### src/rtl/alu2_wide_sequencer_if.sv
// Host and ALU-side signal bundle for alu2_wide_sequencer.
// slave = the sequencer; master = the host/ALU environment driving it.
interface alu2_wide_sequencer_if #(
   parameter int LANES = 4
);
   localparam int W = 8 * LANES;

   // Both host channels use valid/ready: a transfer happens on a rising edge
   // where valid and ready are both high; valid, once raised, holds its payload
   // stable until that edge and never waits on ready to rise first.
   logic         rx_valid;
   logic         rx_ready;
   logic [2:0]   rx_opcode;
   logic         rx_carryflag;
   logic [W-1:0] rx_operand0;
   logic [W-1:0] rx_operand1;

   logic         tx_valid;
   logic         tx_ready;
   logic [W-1:0] tx_result;
   logic         tx_carryflag;
   logic         tx_zeroflag;
   logic         tx_signflag;
   logic         tx_error;

   logic         alu_enable;
   logic         alu_write;
   logic         alu_strobe;
   logic         alu_carryflag;
   logic [2:0]   alu_opcode;
   logic [7:0]   alu_operand0;
   logic [7:0]   alu_operand1;
   logic [7:0]   alu_result;
   logic         alu_carryflag_in;
   logic         alu_zeroflag_in;
   logic         alu_signflag_in;
   logic         alu_ready;

   modport slave (
      input  rx_valid, rx_opcode, rx_carryflag, rx_operand0, rx_operand1, tx_ready,
      input  alu_result, alu_carryflag_in, alu_zeroflag_in, alu_signflag_in, alu_ready,
      output rx_ready, tx_valid, tx_result, tx_carryflag, tx_zeroflag, tx_signflag, tx_error,
      output alu_enable, alu_write, alu_strobe, alu_carryflag, alu_opcode, alu_operand0, alu_operand1
   );

   modport master (
      output rx_valid, rx_opcode, rx_carryflag, rx_operand0, rx_operand1, tx_ready,
      output alu_result, alu_carryflag_in, alu_zeroflag_in, alu_signflag_in, alu_ready,
      input  rx_ready, tx_valid, tx_result, tx_carryflag, tx_zeroflag, tx_signflag, tx_error,
      input  alu_enable, alu_write, alu_strobe, alu_carryflag, alu_opcode, alu_operand0, alu_operand1
   );
endinterface

### src/rtl/alu2_wide_sequencer.sv
// Issues one wide operation to the 8-bit ALU lane by lane (LSB first), chaining carry.
// Optional ALU response watchdog: define ALU2_WIDE_SEQ_WATCHDOG_EN.
module alu2_wide_sequencer #(
   parameter int LANES   = 4,
   parameter int TIMEOUT = 255
) (
   input  logic                  aclk,
   input  logic                  areset,
   alu2_wide_sequencer_if.slave  bus,
   output logic [1:0]            dbg_state
);
   localparam int W = 8 * LANES;

   typedef enum logic [1:0] {IDLE = 2'd0, ISSUE = 2'd1, WAIT = 2'd2, DONE = 2'd3} state_t;

   state_t       state, next_state;
   logic [2:0]   lane;
   logic [2:0]   op_q;
   logic [W-1:0] a_q, b_q, res_q;
   logic         carry_q, zero_q, sign_q, cout_q, err_q;
   logic         accept, last_lane, timeout, lane_done;
   logic [5:0]   byte_idx;

   assign byte_idx  = {lane, 3'b000};
   assign last_lane = (lane == 3'(LANES - 1));
   assign accept    = bus.rx_valid & bus.rx_ready;
   assign lane_done = (state == WAIT) & bus.alu_ready;

`ifdef ALU2_WIDE_SEQ_WATCHDOG_EN
   logic [7:0] wd;
   assign timeout = (state == WAIT) & ~bus.alu_ready & (wd == 8'(TIMEOUT - 1));

   always_ff @(posedge aclk) begin
      if (areset || state == ISSUE) wd <= 8'd0;
      else if (state == WAIT && !bus.alu_ready) wd <= wd + 8'd1;
   end
`else
   assign timeout = 1'b0;
`endif

   always_ff @(posedge aclk) begin
      if (areset) state <= IDLE;
      else        state <= next_state;
   end

   always_comb begin
      next_state = state;
      case (state)
         IDLE:  if (accept) next_state = ISSUE;
         ISSUE: next_state = WAIT;
         WAIT: begin
            if (bus.alu_ready) next_state = last_lane ? DONE : ISSUE;
            else if (timeout)  next_state = DONE;
         end
         DONE:  if (bus.tx_ready) next_state = IDLE;
         default: next_state = IDLE;
      endcase
   end

   always_ff @(posedge aclk) begin
      if (areset) begin
         lane    <= 3'd0;
         op_q    <= 3'd0;
         a_q     <= '0;
         b_q     <= '0;
         res_q   <= '0;
         carry_q <= 1'b0;
         zero_q  <= 1'b0;
         sign_q  <= 1'b0;
         cout_q  <= 1'b0;
         err_q   <= 1'b0;
      end else begin
         if (state == IDLE && accept) begin
            op_q    <= bus.rx_opcode;
            a_q     <= bus.rx_operand0;
            b_q     <= bus.rx_operand1;
            carry_q <= bus.rx_carryflag;
            lane    <= 3'd0;
            zero_q  <= 1'b1;
         end
         if (lane_done) begin
            res_q[byte_idx +: 8] <= bus.alu_result;
            carry_q <= bus.alu_carryflag_in;
            zero_q  <= zero_q & bus.alu_zeroflag_in;
            if (last_lane) begin
               sign_q <= bus.alu_signflag_in;
               cout_q <= bus.alu_carryflag_in;
            end else begin
               lane <= lane + 3'd1;
            end
         end else if (timeout) begin
            // Aborted operation reports an all-zero result with only the error flag set.
            res_q  <= '0;
            zero_q <= 1'b0;
            sign_q <= 1'b0;
            cout_q <= 1'b0;
            err_q  <= 1'b1;
         end
         if (state == DONE && bus.tx_ready) begin
            err_q <= 1'b0;
            lane  <= 3'd0;
         end
      end
   end

   // Ready is held low while reset is asserted even though the state is already IDLE.
   assign bus.rx_ready      = (state == IDLE) & ~areset;
   assign bus.tx_valid      = (state == DONE);
   assign bus.tx_result     = res_q;
   assign bus.tx_carryflag  = cout_q;
   assign bus.tx_zeroflag   = zero_q & (state == DONE);
   assign bus.tx_signflag   = sign_q;
   assign bus.tx_error      = err_q;

   assign bus.alu_enable    = (state == ISSUE) | (state == WAIT);
   assign bus.alu_write     = (state == ISSUE);
   assign bus.alu_strobe    = (state == ISSUE);
   assign bus.alu_carryflag = bus.alu_enable & carry_q;
   assign bus.alu_opcode    = bus.alu_enable ? op_q : 3'd0;
   assign bus.alu_operand0  = bus.alu_enable ? a_q[byte_idx +: 8] : 8'd0;
   assign bus.alu_operand1  = bus.alu_enable ? b_q[byte_idx +: 8] : 8'd0;

   assign dbg_state = state;
endmodule

### src/flat_wrapper.sv
// flat-port wrapper written by rule: the top's interface ports become plain ports
module alu2_wide_sequencer_flat 
#(
   parameter int LANES   = 4,
   parameter int TIMEOUT = 255
)
  (aclk, areset, dbg_state, bus_rx_valid, bus_rx_opcode, bus_rx_carryflag, bus_rx_operand0, bus_rx_operand1, bus_tx_ready, bus_alu_result, bus_alu_carryflag_in, bus_alu_zeroflag_in, bus_alu_signflag_in, bus_alu_ready, bus_rx_ready, bus_tx_valid, bus_tx_result, bus_tx_carryflag, bus_tx_zeroflag, bus_tx_signflag, bus_tx_error, bus_alu_enable, bus_alu_write, bus_alu_strobe, bus_alu_carryflag, bus_alu_opcode, bus_alu_operand0, bus_alu_operand1);
  alu2_wide_sequencer_if #(.LANES(LANES)) bus_i ();
  input  logic aclk;
  input  logic areset;
  output logic [1:0] dbg_state;
  input wire logic [$bits(bus_i.rx_valid)-1:0] bus_rx_valid;
  input wire logic [$bits(bus_i.rx_opcode)-1:0] bus_rx_opcode;
  input wire logic [$bits(bus_i.rx_carryflag)-1:0] bus_rx_carryflag;
  input wire logic [$bits(bus_i.rx_operand0)-1:0] bus_rx_operand0;
  input wire logic [$bits(bus_i.rx_operand1)-1:0] bus_rx_operand1;
  input wire logic [$bits(bus_i.tx_ready)-1:0] bus_tx_ready;
  input wire logic [$bits(bus_i.alu_result)-1:0] bus_alu_result;
  input wire logic [$bits(bus_i.alu_carryflag_in)-1:0] bus_alu_carryflag_in;
  input wire logic [$bits(bus_i.alu_zeroflag_in)-1:0] bus_alu_zeroflag_in;
  input wire logic [$bits(bus_i.alu_signflag_in)-1:0] bus_alu_signflag_in;
  input wire logic [$bits(bus_i.alu_ready)-1:0] bus_alu_ready;
  output wire logic [$bits(bus_i.rx_ready)-1:0] bus_rx_ready;
  output wire logic [$bits(bus_i.tx_valid)-1:0] bus_tx_valid;
  output wire logic [$bits(bus_i.tx_result)-1:0] bus_tx_result;
  output wire logic [$bits(bus_i.tx_carryflag)-1:0] bus_tx_carryflag;
  output wire logic [$bits(bus_i.tx_zeroflag)-1:0] bus_tx_zeroflag;
  output wire logic [$bits(bus_i.tx_signflag)-1:0] bus_tx_signflag;
  output wire logic [$bits(bus_i.tx_error)-1:0] bus_tx_error;
  output wire logic [$bits(bus_i.alu_enable)-1:0] bus_alu_enable;
  output wire logic [$bits(bus_i.alu_write)-1:0] bus_alu_write;
  output wire logic [$bits(bus_i.alu_strobe)-1:0] bus_alu_strobe;
  output wire logic [$bits(bus_i.alu_carryflag)-1:0] bus_alu_carryflag;
  output wire logic [$bits(bus_i.alu_opcode)-1:0] bus_alu_opcode;
  output wire logic [$bits(bus_i.alu_operand0)-1:0] bus_alu_operand0;
  output wire logic [$bits(bus_i.alu_operand1)-1:0] bus_alu_operand1;
  assign bus_i.rx_valid = bus_rx_valid;
  assign bus_i.rx_opcode = bus_rx_opcode;
  assign bus_i.rx_carryflag = bus_rx_carryflag;
  assign bus_i.rx_operand0 = bus_rx_operand0;
  assign bus_i.rx_operand1 = bus_rx_operand1;
  assign bus_i.tx_ready = bus_tx_ready;
  assign bus_i.alu_result = bus_alu_result;
  assign bus_i.alu_carryflag_in = bus_alu_carryflag_in;
  assign bus_i.alu_zeroflag_in = bus_alu_zeroflag_in;
  assign bus_i.alu_signflag_in = bus_alu_signflag_in;
  assign bus_i.alu_ready = bus_alu_ready;
  assign bus_rx_ready = bus_i.rx_ready;
  assign bus_tx_valid = bus_i.tx_valid;
  assign bus_tx_result = bus_i.tx_result;
  assign bus_tx_carryflag = bus_i.tx_carryflag;
  assign bus_tx_zeroflag = bus_i.tx_zeroflag;
  assign bus_tx_signflag = bus_i.tx_signflag;
  assign bus_tx_error = bus_i.tx_error;
  assign bus_alu_enable = bus_i.alu_enable;
  assign bus_alu_write = bus_i.alu_write;
  assign bus_alu_strobe = bus_i.alu_strobe;
  assign bus_alu_carryflag = bus_i.alu_carryflag;
  assign bus_alu_opcode = bus_i.alu_opcode;
  assign bus_alu_operand0 = bus_i.alu_operand0;
  assign bus_alu_operand1 = bus_i.alu_operand1;
  alu2_wide_sequencer #(.LANES(LANES), .TIMEOUT(TIMEOUT)) u_core (.aclk(aclk), .areset(areset), .bus(bus_i), .dbg_state(dbg_state));
endmodule
### config.mk
export PLATFORM = sky130hd
export DESIGN_NAME = alu2_wide_sequencer_flat
export DESIGN_NICKNAME = d
export VERILOG_FILES = /design/src/rtl/alu2_wide_sequencer_if.sv /design/src/rtl/alu2_wide_sequencer.sv /design/src/flat_wrapper.sv
export SDC_FILE = /design/constraint.sdc
export NUM_CORES = 1
export LEC_CHECK = 0
export ABC_CLOCK_PERIOD_IN_PS = 2800
export CAP_MARGIN = 20
export CORE_MARGIN = 2
export CORE_UTILIZATION = 42
export DETAILED_ROUTE_END_ITERATION = 10
export DONT_BUFFER_PORTS = 1
export GPL_ROUTABILITY_DRIVEN = 0
export PLACE_DENSITY = 0.62
export SLEW_MARGIN = 20
export SYNTH_ARGS = -nofsm -noshare
export SYNTH_HDL_FRONTEND = slang
export SYNTH_SLANG_ARGS = --single-unit
### constraint.sdc
create_clock -name aclk -period 2.8 [get_ports aclk]
set_input_delay 0.7 -clock aclk [delete_from_list [all_inputs] [get_ports aclk]]
set_output_delay 0.7 -clock aclk [all_outputs]
set_load 0.1 [all_outputs]
==> results.tsv, run 1 <==
stage	metric	value	unit
worst_setup_path	Crit path depth	4	
placement	IO buf count	0	
worst_setup_path	R2R Path Start	u_core.lane[1]	
grt	Total Routing Usage GR	19.9	%
worst_setup_path	element type at the critical path end	output port	
synthesis	Syn Nets	649	
routing	DR vias/cell	5.52	
synthesis	proportion of netlist area held by the largest area contributor	45.4	%
worst_setup_path	crit-path max FO	11	
run	maxcap violations	0	
clocking	number of setup buffers added after CTS	0	
synthesis	Mapped Area	0.00476	mm²
worst_setup_path	Critical Path Start	u_core.lane[0]	
routing	via count	4026	
layout	Layout fillers	1034	
synthesis	Synth Area in Adders	2.10	%
layout	Layout Utilization	53.5	%
routing	Post-route DRC	0	
worst_setup_path	type of the worst setup path	reg -> out	
clocking	CTS root buffer	clkbuf_16	
timing	Hold Vio Cnt, Final	0	
layout	fin nets	678	
pwr	Combinational Power Share	37.1	%
pwr	net switching power	2.04	mW
timing	crit path time final	2.62	ns
worst_setup_path	CP Launch Type	flip-flop	
placement	Detailed Place HPWL	8.63	mm
pwr	Total Power	5.24	mW
synthesis	mux cell area share after synthesis	7.99	%
routing	DRT Pass-1 Iters	4	
layout	share of cells above drive strength 1	22.0	%
routing	average routed wire per standard cell	16.9	µm
clocking	clk sinks	108	
timing	fin. max-slew vios	0	
outcome	status	completed	
grt	number of antenna violations at the first check in global routing	0	
timing	final worst slack	0.177	ns
die	Ports	147	
grt	first-pass GRT wire length	20.1	mm
worst_setup_path	R2R Path End	u_core.bus.tx_result[31]	
grt	pin count of the biggest net entering global routing	70	
timing	worst slew pin tran	0.965	ns
die	die width	110	µm
pwr	Clk pwr share	26.4	%
layout	Area growth syn-to-layout	23.0	%
synthesis	Synth Area in Simple Gates	29.5	%
routing	Routed WL	12.3	mm
synthesis	syn avg cell area	8.55	µm²
synthesis	XOR/XNOR Fraction of Synth Area	0	%
synthesis	#FFs+latches synth	108	
pwr	sequential group share of total power	36.5	%
clocking	CTS H-Tree Depth	3	
worst_setup_path	Critical Path AT	1.92	ns
layout	Inserted Diodes	0	
hold_path	Worst Hold Class	in -> reg	
timing	Fmax achieved	381	MHz
die	die area	0.0122	mm²
die	Core Region	0.0109	mm²
clocking	cts bufs inserted	9	
worst_setup_path	Crit path top cell by count	buf_12	
worst_setup_path	crit-path leading delay family	multiplexers	
clocking	CTS tree	built	
grt	vias in the first global route	4052	
clocking	hold-fix buffers at CTS	0	
layout	final cell count without fillers	730	
worst_setup_path	crit-path max cell delay	0.50	ns
pwr	pwr/cell area	896	mW/mm²
synthesis	area leader, netlist	dfxtp_1	
synthesis	Synth area leaders	dfxtp_1, nand2_1, nand3_1, mux4_2, a21oi_1	
die	FP Rows	38	
clocking	clk buf depth	2	
timing	Final period util	93.7	%
routing	ANT nets after route	0	
worst_setup_path	FF-to-FF setup slack	0.51	ns
synthesis	Yosys warning count	0	
die	Initial Util	43.5	%
timing	clock skew	0.00598	ns
timing	RSZ-0062 raised after global routing	no	
timing	Slew HR	35.6	%
pwr	maximum vdd ir drop	0.426	mV
synthesis	Seq/Total Area, Yosys	45.4	%
placement	placed insts	715	
placement	Setup Slack @ Placement	0.410	ns
worst_setup_path	Setup crit end	bus_alu_operand0[5]	
pwr	Leak	2.49	nW
worst_setup_path	cell with the largest stage delay on the worst path	mux4_2	
routing	drt initial violations	262	
worst_setup_path	Crit path required time	2.10	ns
worst_setup_path	crit path buf inv count	2	
pwr	Internal	3.21	mW
timing	final setup vio count	0	
pwr	sw frac	38.8	%
synthesis	largest family of logic cells by synthesized area	simple AND/OR/NAND/NOR gates	
worst_setup_path	R2R depth	7	
clocking	Clock transition at path regs	0.07	ns
clocking	Clk Latency, worst-skew pair	0.34	ns
synthesis	Compound-Gate Fraction of Synth Area	9.46	%
synthesis	Distinct cells, synth	41	
grt	remaining global-route overflow	0	
die	chip height	110	µm
synthesis	Synth Instances	557	
worst_setup_path	Cell Chain, Critical Path	buf_12 -> mux4_2 -> and3_2 -> buf_12	
==> layout by cell type, fill, tap and decap left out, drive strengths merged, types with 2 or more instances in the layout <==
cell,n
nand2b,4
nand4bb,2
o211ai,4
mux4,16
a21oi,35
ha,8
nand4,16
nand2,141
o2111a,2
dfxtp,108
nor2b,2
inv,7
and2,6
o21ai,34
bufinv,2
mux2i,2
nand3,77
clkbuf,11
buf,66
and4bb,2
nand4b,10
nor2,5
and3,16
==> kinds of logic after synthesis <==
group,after synthesis
fa+ha+maj,8
simple gates,286
buf+inv,55
other cells,1
compound gates,81
flops,108
mux,18
==> Yosys cell counts <==
library cell,n
dfxtp_1,108
clkbuf_2,1
nand4bb_1,2
nand4_1,16
o211a_1,1
nor2_1,5
and4bb_2,1
mux2i_1,2
nor4b_4,1
and3b_1,1
or4b_1,1
buf_4,4
conb_1,1
inv_1,6
nand3b_1,1
and4b_1,1
a31oi_1,1
nand2_1,141
ha_1,8
and2_1,6
nand2b_1,4
nand3_1,77
nand4b_1,10
o221a_2,1
and3_1,16
o21ai_0,26
clkinv_1,1
nor2b_1,2
buf_6,3
a21oi_1,35
o211ai_1,4
buf_2,12
a21o_1,1
buf_1,1
a211oi_1,1
o2111a_1,2
o21ai_1,8
a2111oi_1,1
mux4_2,16
and4bb_1,1
clkbuf_1,27
==> sequential cells by signal (all words and copies together), names as in the netlist <==
| name | cells |
|---|---|
| u_core.dbg_state | 2 |
| u_core.bus.tx_signflag | 1 |
| u_core.bus.tx_result | 32 |
| u_core.a_q | 32 |
| u_core.zero_q | 1 |
| u_core.bus.tx_carryflag | 1 |
| u_core.lane | 3 |
| u_core.carry_q | 1 |
| u_core.b_q | 32 |
| u_core.op_q | 3 |
==> power groups by stage <==
stage / Clock (mW) / Sequential [mW] / Combinational (mW)
2_1_floorplan: 0 / 2.04 / 1.39
3_3_place_gp: 0 / 1.93 / 1.92
3_5_place_dp: 0 / 1.95 / 1.95
4_1_cts: 1.40 / 1.91 / 1.95
5_1_grt: 1.47 / 1.94 / 2.07
6_report: 1.38 / 1.91 / 1.95
==> per-layer routing <==
metal,global-route usage (%),wire (µm)
met1,24.0,5250
met2,33.7,6090
met3,6.20,912
met4,6.42,66
met5,0,0
==> per-stage QoR <==
step	setup TNS (ns)	instance area, µm²	hold WS [ns]
floorplan	-1.13	4820	0.429
global placement	0	5530	0.439
detailed placement	0	5530	0.445
CTS	0	5850	0.409
global route	0	5850	0.411
finish	0	5850	0.424
==> worst reg2reg max path: cells and delay by family (launching register included) <==
family	cells	cell delay, ns
buffers and inverters	2	0.26
AOI/OAI and AO/OA	2	0.52
DFF	1	0.34
adders and majority gates	2	0.58
and+or+nand+nor	1	0.49
==> worst min path at each step <==
stage          depth (start not counted)  slack [ns]           start                  end
2_1_floorplan                          2        0.43  u_core.op_q[0]       u_core.op_q[0]
6_report                               1        0.42          areset  u_core.dbg_state[0]
4_1_cts                                1        0.41          areset  u_core.dbg_state[0]
5_1_grt                                1        0.41          areset  u_core.dbg_state[0]
3_3_place_gp                           2        0.44  u_core.a_q[15]       u_core.a_q[15]
3_5_place_dp                           2        0.45   u_core.b_q[4]        u_core.b_q[4]
==> final cells by class <==
type	count	area, µm²	share of cell area, %
timing repair buffer	66	758	13.0
clock buffer	11	253	4.32
tap	140	175	2.99
multi-input combinational	394	2400	41.0
inverter	7	26.3	0.449
sequential	108	2170	37.0
clock inverter	4	72.6	1.24
==> what timing repair did <==
action                     4_1_cts  5_1_grt
hold endpoints to repair         0        0
gates resized for setup          0        1
setup endpoints to repair        0        5
No activity file was read; power rests on OpenSTA's default activity.
==> inputs of run 2 (changes only) <==
- CORE_MARGIN: 2 -> unset
==> results.tsv, run 2 (same netlist as run 1, synthesis figures left out) <==
stage	metric	value	unit	change
clocking	CTS H-Tree Depth	3		unchanged
pwr	sw frac	40.0	%	was 38.8%
grt	first-pass GRT wire length	19.2	mm	was 20.1 mm
worst_setup_path	element type at the critical path end	output port		unchanged
placement	placed insts	716		was 715
hold_path	hold_sp	areset		unchanged
pwr	net switching power	2.07	mW	was 2.04 mW
clocking	hold-fix buffers at CTS	0		unchanged
routing	DRT Pass-1 Iters	4		unchanged
clocking	CTS tree	built		unchanged
grt	Total Routing Usage GR	21.2	%	was 19.9%
timing	Fmax achieved	374	MHz	was 381 MHz
routing	average routed wire per standard cell	16.7	µm	was 16.9 µm
placement	IO buf count	0		unchanged
timing	worst slew pin tran	0.961	ns	was 0.965 ns
die	die area	0.0118	mm²	was 0.0122 mm²
timing	Slew HR	35.8	%	was 35.6%
timing	Final period util	95.5	%	was 93.7%
clocking	Clk Latency, worst-skew pair	0.36	ns	was 0.34 ns
layout	Layout fillers	1027		was 1034
die	FP Rows	38		unchanged
layout	Area growth syn-to-layout	23.6	%	was 23.0%
pwr	sequential group share of total power	37.2	%	was 36.5%
pwr	Internal	3.11	mW	was 3.21 mW
routing	Routed WL	12.2	mm	was 12.3 mm
routing	via count	4040		was 4026
worst_setup_path	Crit path required time	2.10	ns	about the same
die	Ports	147		unchanged
worst_setup_path	CP Launch Type	flip-flop		unchanged
worst_setup_path	FF-to-FF setup slack	0.56	ns	was 0.51 ns
die	Initial Util	43.5	%	unchanged
pwr	Clk pwr share	24.8	%	was 26.4%
worst_setup_path	Critical Path Start	u_core.lane[0]		unchanged
pwr	Leak	2.48	nW	was 2.49 nW
timing	crit path time final	2.67	ns	was 2.62 ns
worst_setup_path	type of the worst setup path	reg -> out		unchanged
clocking	cts bufs inserted	9		unchanged
timing	Hold Slack	0.417	ns	was 0.424 ns
layout	commonest non-fill, non-tap cell in the layout	nand2_1		unchanged
routing	drt initial violations	149		was 262
routing	Post-route DRC	0		unchanged
clocking	clk sinks	108		unchanged
clocking	CTS root buffer	clkbuf_16		unchanged
timing	final setup vio count	0		unchanged
placement	Setup Slack @ Placement	0.499	ns	was 0.410 ns
timing	Hold Vio Cnt, Final	0		unchanged
clocking	number of setup buffers added after CTS	0		unchanged
layout	share of cells above drive strength 1	22.3	%	was 22.0%
clocking	Post-CTS Resized	0		unchanged
worst_setup_path	crit-path max FO	14		was 11
clocking	Clock transition at path regs	0.07	ns	about the same
hold_path	Worst Hold Class	in -> reg		unchanged
layout	Register Area	0.00217	mm²	about the same
die	Core Region	0.0109	mm²	unchanged
layout	fin nets	679		was 678
routing	ANT nets after route	0		unchanged
routing	DR vias/cell	5.52		about the same
layout	area of the multi-input gates	0.00240	mm²	unchanged
timing	final worst slack	0.126	ns	was 0.177 ns
pwr	maximum vdd ir drop	0.476	mV	was 0.426 mV
layout	Layout Utilization	53.8	%	was 53.5%
grt	remaining global-route overflow	0		unchanged
layout	Inserted Diodes	0		unchanged
grt	pin count of the biggest net entering global routing	56		was 70
timing	fin. max-slew vios	0		unchanged
run	maxcap violations	0		unchanged
clocking	clk buf depth	2		unchanged
layout	commonest cells after routing, fill and taps aside	nand2_1, dfxtp_1, nand3_1		unchanged
pwr	pwr/cell area	880	mW/mm²	was 896 mW/mm²
layout	final cell count without fillers	732		was 730
die	chip height	108	µm	was 110 µm
worst_setup_path	R2R Path Start	u_core.lane[0]		was u_core.lane[1]
timing	clock skew	0.00595	ns	was 0.00598 ns
grt	vias in the first global route	3918		was 4052
placement	Detailed Place HPWL	8.39	mm	was 8.63 mm
worst_setup_path	Critical Path AT	1.97	ns	was 1.92 ns
timing	RSZ-0062 raised after global routing	no		unchanged
die	die width	108	µm	was 110 µm
grt	number of antenna violations at the first check in global routing	0		unchanged
pwr	Total Power	5.18	mW	was 5.24 mW
outcome	status	completed		unchanged
pwr	Combinational Power Share	38.0	%	was 37.1%
[run 2: final timing paths]
path / endpoint / depth (start not counted)
max: bus_alu_operand1[7] / 4
min: u_core.bus.tx_carryflag / 1
max reg2reg: u_core.bus.tx_result[0] / 6
min reg2reg: u_core.b_q[22] / 2
[run 2: area by class of cell]
class,instances,area share (%)
Clock buffer,9,3.83
Clock inverter,7,1.30
Inverter,7,0.446
Multi-Input combinational cell,394,40.8
Sequential cell,108,36.8
Timing Repair Buffer,67,13.9
Tap cell,140,2.98
[run 2: critical path: stages (launching register included)]
cell	delay, ns
dfxtp_2	0.48
buf_12	0.21
mux4_2	0.50
and3_2	0.25
buf_12	0.17
[run 2: stage by stage]
step	cell area, µm²	TNS (ns)
final	5890	0
after detailed placement	5580	0
after global placement	5580	0
after floorplan	4820	-1.13
after global routing	5890	0
after CTS	5890	0
[run 2: power by group through the flow]
stage               logic (mW)  clock network (mW)  registers (mW)
finish                    1.97                1.29            1.93
global route              2.09                1.38            1.95
CTS                       1.98                1.32            1.93
detailed placement        1.98                   0            1.96
global placement          1.94                   0            1.95
floorplan                 1.39                   0            2.04
[run 2: per-layer routing]
layer	share of wire (%)	global-route usage (%)
met4	1.4	9.56
met3	7.9	6.69
met1	42	25.0
met5	0	0
met2	49	35.2
==> inputs of run 3 (changes only) <==
- CTS_CLUSTER_DIAMETER: unset -> 30
==> results of run 3 <==
Final layout, timing and power as in run 2 (identical DEF).
